File: src/rtl/int_mul_fma_unit_pkg.sv
// Shared constants and helpers for the integer-multiply FMA responder.
// Control word, op encoding and operand width derivation.
package int_mul_fma_unit_pkg;

  localparam int floatControlWidth = 1;

  localparam logic [floatControlWidth-1:0]
    FLOAT_CONTROL_DEFAULT = '0;

  localparam logic [1:0] MULADD_OP_MUL = 2'b00;

  function automatic int width_of(
    input int exp_w,
    input int sig_w
  );
    return exp_w + sig_w;
  endfunction

endpackage

File: src/rtl/int_mul_fma_if.sv
// Request/response bundle between a sequencer and the int-mul unit.
// The unit sits on the slave side; the issuer is the master.
interface int_mul_fma_if #(
  parameter int W     = 6,
  parameter int TAG_W = 4,
  parameter int CNT_W = 2
);

  logic             in_valid;
  logic             in_ready;
  logic [W-1:0]     in_a;
  logic [W-1:0]     in_b;
  logic [TAG_W-1:0] in_tag;
  logic             out_valid;
  logic             out_ready;
  logic [W-1:0]     out_prod;
  logic [TAG_W-1:0] out_tag;
  logic             idle;
  logic [CNT_W-1:0] inflight;

  modport master (
    output in_valid, in_a, in_b, in_tag,
    output out_ready,
    input  in_ready, out_valid, out_prod,
    input  out_tag, idle, inflight
  );

  modport slave (
    input  in_valid, in_a, in_b, in_tag,
    input  out_ready,
    output in_ready, out_valid, out_prod,
    output out_tag, idle, inflight
  );

endinterface

File: src/rtl/int_mul_pipe_stage.sv
// One elastic register stage: valid/prod/tag with bubble-collapsing
// advance. Data only loads when the incoming valid is set.
module int_mul_pipe_stage #(
  parameter int W     = 6,
  parameter int TAG_W = 4
) (
  input  logic             clock,
  input  logic             reset,
  input  logic             up_valid,
  input  logic [W-1:0]     up_prod,
  input  logic [TAG_W-1:0] up_tag,
  input  logic             down_adv,
  output logic             valid,
  output logic             adv,
  output logic [W-1:0]     prod,
  output logic [TAG_W-1:0] tag
);

  assign adv = !valid || down_adv;

  always_ff @(posedge clock) begin
    if (reset) begin
      valid <= 1'b0;
      prod  <= '0;
      tag   <= '0;
    end else if (adv) begin
      valid <= up_valid;
      if (up_valid) begin
        prod <= up_prod;
        tag  <= up_tag;
      end
    end
  end

endmodule

File: src/rtl/mulAddRecFN.sv
// Shared FMA core. The integer path returns the low W bits of a*b;
// the FP path is a simplified model.
module mulAddRecFN
  import int_mul_fma_unit_pkg::*;
#(
  parameter int expWidth = 3,
  parameter int sigWidth = 3
) (
  input  logic [floatControlWidth-1:0]  control,
  input  logic                          int_mul,
  input  logic [1:0]                    op,
  input  logic [expWidth+sigWidth:0]    a,
  input  logic [expWidth+sigWidth:0]    b,
  input  logic [expWidth+sigWidth:0]    c,
  input  logic [2:0]                    roundingMode,
  output logic [expWidth+sigWidth:0]    out,
  output logic [4:0]                    exceptionFlags,
  output logic [expWidth+sigWidth-1:0]  out_imul
);

  localparam int W = expWidth + sigWidth;

  logic [W:0] addend;

  always_comb begin
    addend         = op[0] ? -c : c;
    out_imul       = a[W-1:0] * b[W-1:0];
    out            = int_mul ? '0 : (a * b + addend);
    exceptionFlags = {roundingMode, op}
                   & {5{|control}};
  end

endmodule

File: src/rtl/int_mul_fma_unit.sv
// Pipelined, back-pressurable integer multiply on the shared FMA core.
// Responses return in order with their tags.
module int_mul_fma_unit
  import int_mul_fma_unit_pkg::*;
#(
  parameter int expWidth = 3,
  parameter int sigWidth = 3,
  parameter int LATENCY  = 2,
  parameter int TAG_W    = 4
) (
  input  logic         clock,
  input  logic         reset,
  int_mul_fma_if.slave bus
);

  localparam int W     = width_of(expWidth, sigWidth);
  localparam int CNT_W = $clog2(LATENCY + 1);

  logic [W-1:0]     core_prod;
  logic [W:0]       unused_fp_out;
  logic [4:0]       unused_flags;
  logic             accept;
  logic             consume;
  logic [CNT_W-1:0] cnt;

  mulAddRecFN #(
    .expWidth(expWidth),
    .sigWidth(sigWidth)
  ) u_core (
    .control       (FLOAT_CONTROL_DEFAULT),
    .int_mul       (1'b1),
    .op            (MULADD_OP_MUL),
    .a             ({1'b0, bus.in_a}),
    .b             ({1'b0, bus.in_b}),
    .c             ({(W+1){1'b0}}),
    .roundingMode  (3'b000),
    .out           (unused_fp_out),
    .exceptionFlags(unused_flags),
    .out_imul      (core_prod)
  );

  for (genvar i = 0; i < LATENCY; i++) begin : g_stage
    logic             up_valid;
    logic [W-1:0]     up_prod;
    logic [TAG_W-1:0] up_tag;
    logic             down_adv;
    logic             valid;
    logic             adv;
    logic [W-1:0]     prod;
    logic [TAG_W-1:0] tag;

    if (i == 0) begin : g_head
      assign up_valid = bus.in_valid;
      assign up_prod  = core_prod;
      assign up_tag   = bus.in_tag;
    end else begin : g_body
      assign up_valid = g_stage[i-1].valid;
      assign up_prod  = g_stage[i-1].prod;
      assign up_tag   = g_stage[i-1].tag;
    end

    if (i == LATENCY - 1) begin : g_tail
      assign down_adv = bus.out_ready;
    end else begin : g_mid
      assign down_adv = g_stage[i+1].adv;
    end

    int_mul_pipe_stage #(
      .W    (W),
      .TAG_W(TAG_W)
    ) u_stage (
      .clock   (clock),
      .reset   (reset),
      .up_valid(up_valid),
      .up_prod (up_prod),
      .up_tag  (up_tag),
      .down_adv(down_adv),
      .valid   (valid),
      .adv     (adv),
      .prod    (prod),
      .tag     (tag)
    );
  end

  assign bus.in_ready  = g_stage[0].adv && !reset;
  assign bus.out_valid = g_stage[LATENCY-1].valid;
  assign bus.out_prod  = g_stage[LATENCY-1].prod;
  assign bus.out_tag   = g_stage[LATENCY-1].tag;

  assign accept  = bus.in_valid && bus.in_ready;
  assign consume = bus.out_valid && bus.out_ready;

  always_ff @(posedge clock) begin
    if (reset) begin
      cnt <= '0;
    end else begin
      unique case ({accept, consume})
        2'b10:   cnt <= cnt + CNT_W'(1);
        2'b01:   cnt <= cnt - CNT_W'(1);
        default: cnt <= cnt;
      endcase
    end
  end

  assign bus.inflight = cnt;
  assign bus.idle     = (cnt == '0);

endmodule
File: src/flat_wrapper.sv
// flat-port wrapper written by rule: the top's interface ports become plain ports
module int_mul_fma_unit_flat import int_mul_fma_unit_pkg::*;
#(
  parameter int expWidth = 3,
  parameter int sigWidth = 3,
  parameter int LATENCY  = 2,
  parameter int TAG_W    = 4
)
  (clock, reset, bus_in_valid, bus_in_a, bus_in_b, bus_in_tag, bus_out_ready, bus_in_ready, bus_out_valid, bus_out_prod, bus_out_tag, bus_idle, bus_inflight);
  int_mul_fma_if #(.TAG_W(TAG_W)) bus_i ();
  input  logic clock;
  input  logic reset;
  input wire logic [$bits(bus_i.in_valid)-1:0] bus_in_valid;
  input wire logic [$bits(bus_i.in_a)-1:0] bus_in_a;
  input wire logic [$bits(bus_i.in_b)-1:0] bus_in_b;
  input wire logic [$bits(bus_i.in_tag)-1:0] bus_in_tag;
  input wire logic [$bits(bus_i.out_ready)-1:0] bus_out_ready;
  output wire logic [$bits(bus_i.in_ready)-1:0] bus_in_ready;
  output wire logic [$bits(bus_i.out_valid)-1:0] bus_out_valid;
  output wire logic [$bits(bus_i.out_prod)-1:0] bus_out_prod;
  output wire logic [$bits(bus_i.out_tag)-1:0] bus_out_tag;
  output wire logic [$bits(bus_i.idle)-1:0] bus_idle;
  output wire logic [$bits(bus_i.inflight)-1:0] bus_inflight;
  assign bus_i.in_valid = bus_in_valid;
  assign bus_i.in_a = bus_in_a;
  assign bus_i.in_b = bus_in_b;
  assign bus_i.in_tag = bus_in_tag;
  assign bus_i.out_ready = bus_out_ready;
  assign bus_in_ready = bus_i.in_ready;
  assign bus_out_valid = bus_i.out_valid;
  assign bus_out_prod = bus_i.out_prod;
  assign bus_out_tag = bus_i.out_tag;
  assign bus_idle = bus_i.idle;
  assign bus_inflight = bus_i.inflight;
  int_mul_fma_unit #(.expWidth(expWidth), .sigWidth(sigWidth), .LATENCY(LATENCY), .TAG_W(TAG_W)) u_core (.clock(clock), .reset(reset), .bus(bus_i));
endmodule
File: config.mk
export PLATFORM = sky130hd
export DESIGN_NAME = int_mul_fma_unit_flat
export DESIGN_NICKNAME = d
export VERILOG_FILES = /design/src/rtl/int_mul_fma_unit_pkg.sv /design/src/rtl/int_mul_fma_if.sv /design/src/rtl/int_mul_pipe_stage.sv /design/src/rtl/mulAddRecFN.sv /design/src/rtl/int_mul_fma_unit.sv /design/src/flat_wrapper.sv
export SDC_FILE = /design/constraint.sdc
export NUM_CORES = 1
export LEC_CHECK = 0
export ABC_CLOCK_PERIOD_IN_PS = 4350
export CAP_MARGIN = 20
export CORE_MARGIN = 5
export CORE_UTILIZATION = 56
export CTS_BUF_LIST = sky130_fd_sc_hd__clkbuf_8 sky130_fd_sc_hd__clkbuf_16
export DETAILED_ROUTE_END_ITERATION = 10
export GPL_TIMING_DRIVEN = 0
export HOLD_SLACK_MARGIN = 0.08
export PLACE_DENSITY = 0.81
export SLEW_MARGIN = 40
export SYNTH_ARGS = -nofsm -noshare
export SYNTH_HDL_FRONTEND = slang
export SYNTH_HIERARCHICAL = 1
export SYNTH_SLANG_ARGS = --single-unit
File: constraint.sdc
create_clock -name clock -period 4.35 [get_ports clock]
set_input_delay 0.6525 -clock clock [delete_from_list [all_inputs] [get_ports clock]]
set_output_delay 0.6525 -clock clock [all_outputs]
set_load 0.02 [all_outputs]
==> results of run 1 <==
## final timing paths
kind	startpoint	slack, ns	cells after the start	end
worst max register to register	u_core/g_stage[1].u_stage/valid	2.17	9	u_core/bus.inflight[1]
worst max-delay path	bus_in_a[2]	0.63	14	u_core/g_stage[0].u_stage/prod[5]
worst min-delay path	u_core/g_stage[0].u_stage/prod[2]	0.48	2	u_core/g_stage[1].u_stage/prod[2]
worst min register to register	u_core/g_stage[0].u_stage/prod[2]	0.48	2	u_core/g_stage[1].u_stage/prod[2]
## registers in the layout (all words and copies together), names as in the netlist
register                      cells
u_core/g_stage.u_stage/prod      12
u_core/g_stage.u_stage/tag        8
u_core/bus.inflight               2
u_core/g_stage.u_stage/valid      2
## final cells by class
cell class              instances  share of cell area
plain buffers                  10              0.0317
flip-flops and latches         24               0.243
inverters                      12              0.0228
multi-input cells             118               0.483
repair buffers                 34               0.172
clock buffers                   4              0.0279
well taps                      31              0.0196
## per-layer routing
metal / up-vias / wire (um)
met1: 608 / 1420
met3: 2 / 144
met2: 27 / 1660
met4: 0 / 10
met5: - / 0
li1: 623 / -
## critical path, delay by kind of cell
kind | cells | cell delay (ns)
and+or+nand+nor | 2 | 0.21
xor gates and xnor gates | 3 | 0.51
AOI/OAI and AO/OA | 1 | 0.12
buffers and inverters | 4 | 0.67
adders and majority gates | 4 | 1.75
## power by group through the flow
stage	Clock [mW]	Combinational [mW]	Sequential, mW
5_1_grt	0.167	0.174	0.246
3_5_place_dp	0	0.159	0.249
2_1_floorplan	0	0.0988	0.252
3_3_place_gp	0	0.153	0.248
4_1_cts	0.154	0.160	0.244
6_report	0.149	0.158	0.244
## stage by stage
step / worst slack (ns) / util / total power, mW / cells
after global routing: 0.488 / 0.735 / 0.587 / 233
after floorplan: 1.08 / - / 0.351 / 164
after global placement: 0.407 / 0.715 / 0.402 / 229
after CTS: 0.623 / 0.735 / 0.557 / 233
after detailed placement: 0.365 / 0.715 / 0.408 / 229
final: 0.634 / 0.735 / 0.550 / 233
==> results.json, run 1 <==
{
  "grt_pass1_vias": 1232,
  "final_common_cell": "clkdlybuf4s50_1",
  "die_w_um": 62.5,
  "slowest_delay_ns": 0.54,
  "postCtsHoldBufs": 0,
  "cts_tree": "yes",
  "p_sw_frac": 0.281,
  "globalplace.congestion": 0.741,
  "crit_path_top_delay_cell": "fa_1",
  "cap_violations": 0,
  "finalSetupTns_ns": 0,
  "syn_nets": 198,
  "clock_skew_ns": 0.00601,
  "grtUsageTotal": 0.175,
  "internal_power_mw": 0.396,
  "p_sw_mw": 0.155,
  "cp-end-kind": "register",
  "cts_setup_buffers": 0,
  "antennaDiodeCount": 0,
  "wirelength_mm": 3.23,
  "cts_buffer_depth": 2,
  "clkLatencyLatePin_ns": 0.26,
  "fin_crit_ns": 3.72,
  "path_max_fanout": 4,
  "die-area_um2": 3900,
  "hold_path_class": "register to register",
  "io_pins": 35,
  "max_freq_ghz": 0.269,
  "vias": 1260,
  "path_clk_slew_ns": 0.08,
  "fin_crit_sh": 0.854,
  "core_area_um2": 2690,
  "setup_violations": 0,
  "viasPerCell": 5.41,
  "multi_input_area_um2": 953,
  "drt-wirelength-per-cell_um": 13.9,
  "io_buffers": 34,
  "path_class": "input port to register",
  "leakage_nw": 0.805,
  "root_buffer": "clkbuf_8",
  "synthCells": 164,
  "drc": 0,
  "htree_num_levels": 1,
  "whs_ns": 0.476,
  "synthesis.area_um2": 1540,
  "cts_resized": 0,
  "drt_iter0_markers": 36,
  "rsz0062_at_grt": "false",
  "final_area_um2": 1980,
  "synthToLayoutAreaGrowth_pct": 28.2,
  "final_cell_mix": "clkdlybuf4s50_1 (34), dfxtp_1 (24), nand3_1 (20)",
  "antenna_left": 0,
  "crit_required_ns": 4.55,
  "cp_cell_sequence": "clkdlybuf4s50_1 -> nand2_1 -> fa_1 -> inv_1 -> ha_1 -> inv_1 -> fa_1 -> inv_1 -> fa_1 -> xnor2_1 -> xnor2_1 -> xnor2_1 -> nand3_1 -> a21oi_2",
  "startpoint_type": "input port",
  "slew_viol_final": 0,
  "cts.sinks": 24,
  "gr-usage-met2": 0.307,
  "rows": 19,
  "grt_max_degree": 14,
  "dp_hpwl_mm": 2.55,
  "ir_drop_mv": 0.289,
  "numCtsBuffers": 3,
  "met1_usage": 0.215,
  "fin_nets": 237,
  "die_y_um": 62.5,
  "pwr-share-clk": 0.271,
  "outcome": "finished, final reports clean",
  "grt_busiest_layer": "met2",
  "finalHoldViolations": 0,
  "synth_warnings": 6,
  "combPwrFrac": 0.287,
  "antenna_found_initial": 0,
  "dr.pass1.iters": 4,
  "slew_headroom": 0.819,
  "powerDensity_nw_per_um2": 279,
  "tightestPinTransition_ns": 0.269,
  "grt.met3_usage": 0.0468,
  "regArea_um2": 480,
  "layout-drive-gt1-share": 0.178,
  "seq_power_share": 0.443,
  "fillers": 216,
  "arrival_ns": 3.92,
  "avgSynthCellArea_um2": 9.40,
  "grt_first_pass_wirelength_mm": 5.67,
  "start_util": 0.574,
  "placed_cell_area_um2": 1920,
  "grt.overflow.total": 0
}
Power figures use the tool's default switching activity.
==> run 2, diff against run 1 <==
Settings changed: CAP_MARGIN 20 to default.
==> results of run 2 <==
No change in the layout: final DEF, timing and power equal those of run 1.
==> run 3, diff against run 2 <==
Settings changed: SETUP_SLACK_MARGIN from default to 0.5.
==> run 3 against run 2 <==
Maximum frequency is essentially flat. Largest power group unchanged. Highest routed layer unchanged. Count of clock-buffer cells in the layout is the same. Final area grew 0.51%. Clock power is essentially flat. Routed wire length grew 1.2%. Combinational power is essentially flat. Sequential power is essentially flat.
==> results.json, run 3 (synthesis results as in run 1) <==
{
  "top_layer_used": "met4",
  "tightestPinTransition_ns": 0.268,
  "vias": 1261,
  "cts_tree": "yes",
  "antenna_left": 0,
  "io_buffers": 34,
  "drt_iter0_markers": 35,
  "root_buffer": "clkbuf_8",
  "cap_violations": 0,
  "die-area_um2": 3900,
  "seq_power_share": 0.442,
  "dr.pass1.iters": 4,
  "outcome": "finished, final reports clean",
  "path_class": "input port to register",
  "leakage_nw": 0.833,
  "rsz0062_at_grt": "false",
  "p_sw_mw": 0.156,
  "rows": 19,
  "globalplace.congestion": 0.741,
  "largestRegisters": "u_core/g_stage.u_stage/prod: 12 flops, u_core/g_stage.u_stage/tag: 8 flops",
  "cp-end-kind": "register",
  "path_clk_slew_ns": 0.09,
  "internal_power_mw": 0.395,
  "slew_headroom": 0.820,
  "cp_cell_sequence": "clkdlybuf4s50_1 -> nand2_2 -> fa_1 -> inv_1 -> ha_1 -> inv_1 -> fa_1 -> inv_1 -> fa_1 -> xnor2_1 -> xnor2_1 -> xnor2_1 -> nand3_1 -> a21oi_2",
  "fin_nets": 237,
  "grt.overflow.total": 0,
  "htree_num_levels": 1,
  "pwr-share-clk": 0.272,
  "final_common_cell": "clkdlybuf4s50_1",
  "p_sw_frac": 0.283,
  "grt_max_degree": 14,
  "die_y_um": 62.5,
  "crit_required_ns": 4.55,
  "grtUsageTotal": 0.175,
  "clock_skew_ns": 0.00719,
  "slowest_delay_ns": 0.53,
  "drt-wirelength-per-cell_um": 14.0,
  "cts_buffer_depth": 2,
  "combPwrFrac": 0.286,
  "viasPerCell": 5.41,
  "core_area_um2": 2690,
  "fin_crit_ns": 3.71,
  "drc": 0,
  "io_pins": 35,
  "total_power_mw": 0.551,
  "grt_first_pass_wirelength_mm": 5.67,
  "synthToLayoutAreaGrowth_pct": 28.8,
  "wl_met3_um": 157,
  "antennaDiodeCount": 0,
  "layout-drive-gt1-share": 0.183,
  "crit_family": "adder cells",
  "arrival_ns": 3.92,
  "final_cell_mix": "clkdlybuf4s50_1 (31), dfxtp_1 (24), nand3_1 (20)",
  "hold_path_class": "register to register",
  "largest_reg_flops": 12,
  "wl_met1_mm": 1.43,
  "clkLatencyLatePin_ns": 0.26,
  "finalSetupTns_ns": 0,
  "dp_hpwl_mm": 2.55,
  "fin_crit_sh": 0.854,
  "fin_util": 0.739,
  "numCtsBuffers": 3,
  "grt_pass1_vias": 1232,
  "path_max_fanout": 4,
  "crit_path_top_delay_cell": "clkdlybuf4s50_1",
  "cts_setup_buffers": 0,
  "wirelength_mm": 3.27,
  "antenna_found_initial": 0,
  "max_freq_ghz": 0.269,
  "start_util": 0.574,
  "dr_wl_met2_mm": 1.67,
  "finalHoldViolations": 0,
  "postCtsHoldBufs": 0,
  "cts.sinks": 24,
  "slew_viol_final": 0,
  "startpoint_type": "input port",
  "largest-register": "u_core/g_stage.u_stage/prod",
  "worstPathBufferInverterCount": 4,
  "powerDensity_nw_per_um2": 278,
  "die_w_um": 62.5,
  "ir_drop_mv": 0.289,
  "setup_violations": 0
}
## run 3: final cells by class
class | instances | area [um2]
buffer | 10 | 62.6
clock buffer | 4 | 55.1
fill | 213 | 701
inverter | 12 | 45.0
multi-input combinational | 118 | 956
sequential | 24 | 480
tap | 31 | 38.8
timing repair buffer | 34 | 348
## run 3: path summary, 6_finish.rpt
check	from	to	slack (ns)	depth (start not counted)
setup reg to reg	u_core/g_stage[1].u_stage/valid	u_core/bus.inflight[1]	2.17	9
hold / removal	u_core/g_stage[0].u_stage/prod[2]	u_core/g_stage[1].u_stage/prod[2]	0.48	2
hold reg to reg	u_core/g_stage[0].u_stage/prod[2]	u_core/g_stage[1].u_stage/prod[2]	0.48	2
setup / recovery	bus_in_b[2]	u_core/g_stage[0].u_stage/prod[5]	0.64	14
## run 3: worst reg2reg max path, cell delays in order, from the launching register on
cell and delay, ns:
dfxtp_1 0.34, nand2b_4 0.09, buf_2 0.21, nand2b_4 0.18, buf_2 0.22, nor2b_1 0.19
nand2_1 0.07, ha_1 0.32, or3_1 0.36, a21oi_1 0.13
## run 3: metal layers
| metal | GRT usage | up-vias |
|---|---|---|
| li1 | - | 622 |
| met1 | 0.215 | 605 |
| met2 | 0.307 | 32 |
| met3 | 0.0468 | 2 |
| met4 | 0.0292 | 0 |
| met5 | 0 | - |
## run 3: through the flow
step / cell area [um2] / hold slack (ns) / std cells / setup slack (ns)
final: 1990 / 0.476 / 233 / 0.636
after CTS: 1980 / 0.482 / 233 / 0.623
after global routing: 1990 / 0.513 / 233 / 0.496
after global placement: 1920 / 0.459 / 229 / 0.407
after detailed placement: 1920 / 0.469 / 229 / 0.365
after floorplan: 1540 / 0.432 / 164 / 1.08
## run 3: power by group through the flow
stage	combinational [mW]	clock (mW)	sequential, mW
final	0.158	0.150	0.244
after global routing	0.174	0.167	0.246
after floorplan	0.0988	0	0.252
after detailed placement	0.159	0	0.249
after CTS	0.160	0.154	0.244
after global placement	0.153	0	0.248
## run 3: timing repair
action / in CTS / in global routing
hold endpoints to repair: 0 / 0
endpoints found under the setup margin: 0 / 1
resized for setup: 0 / 4
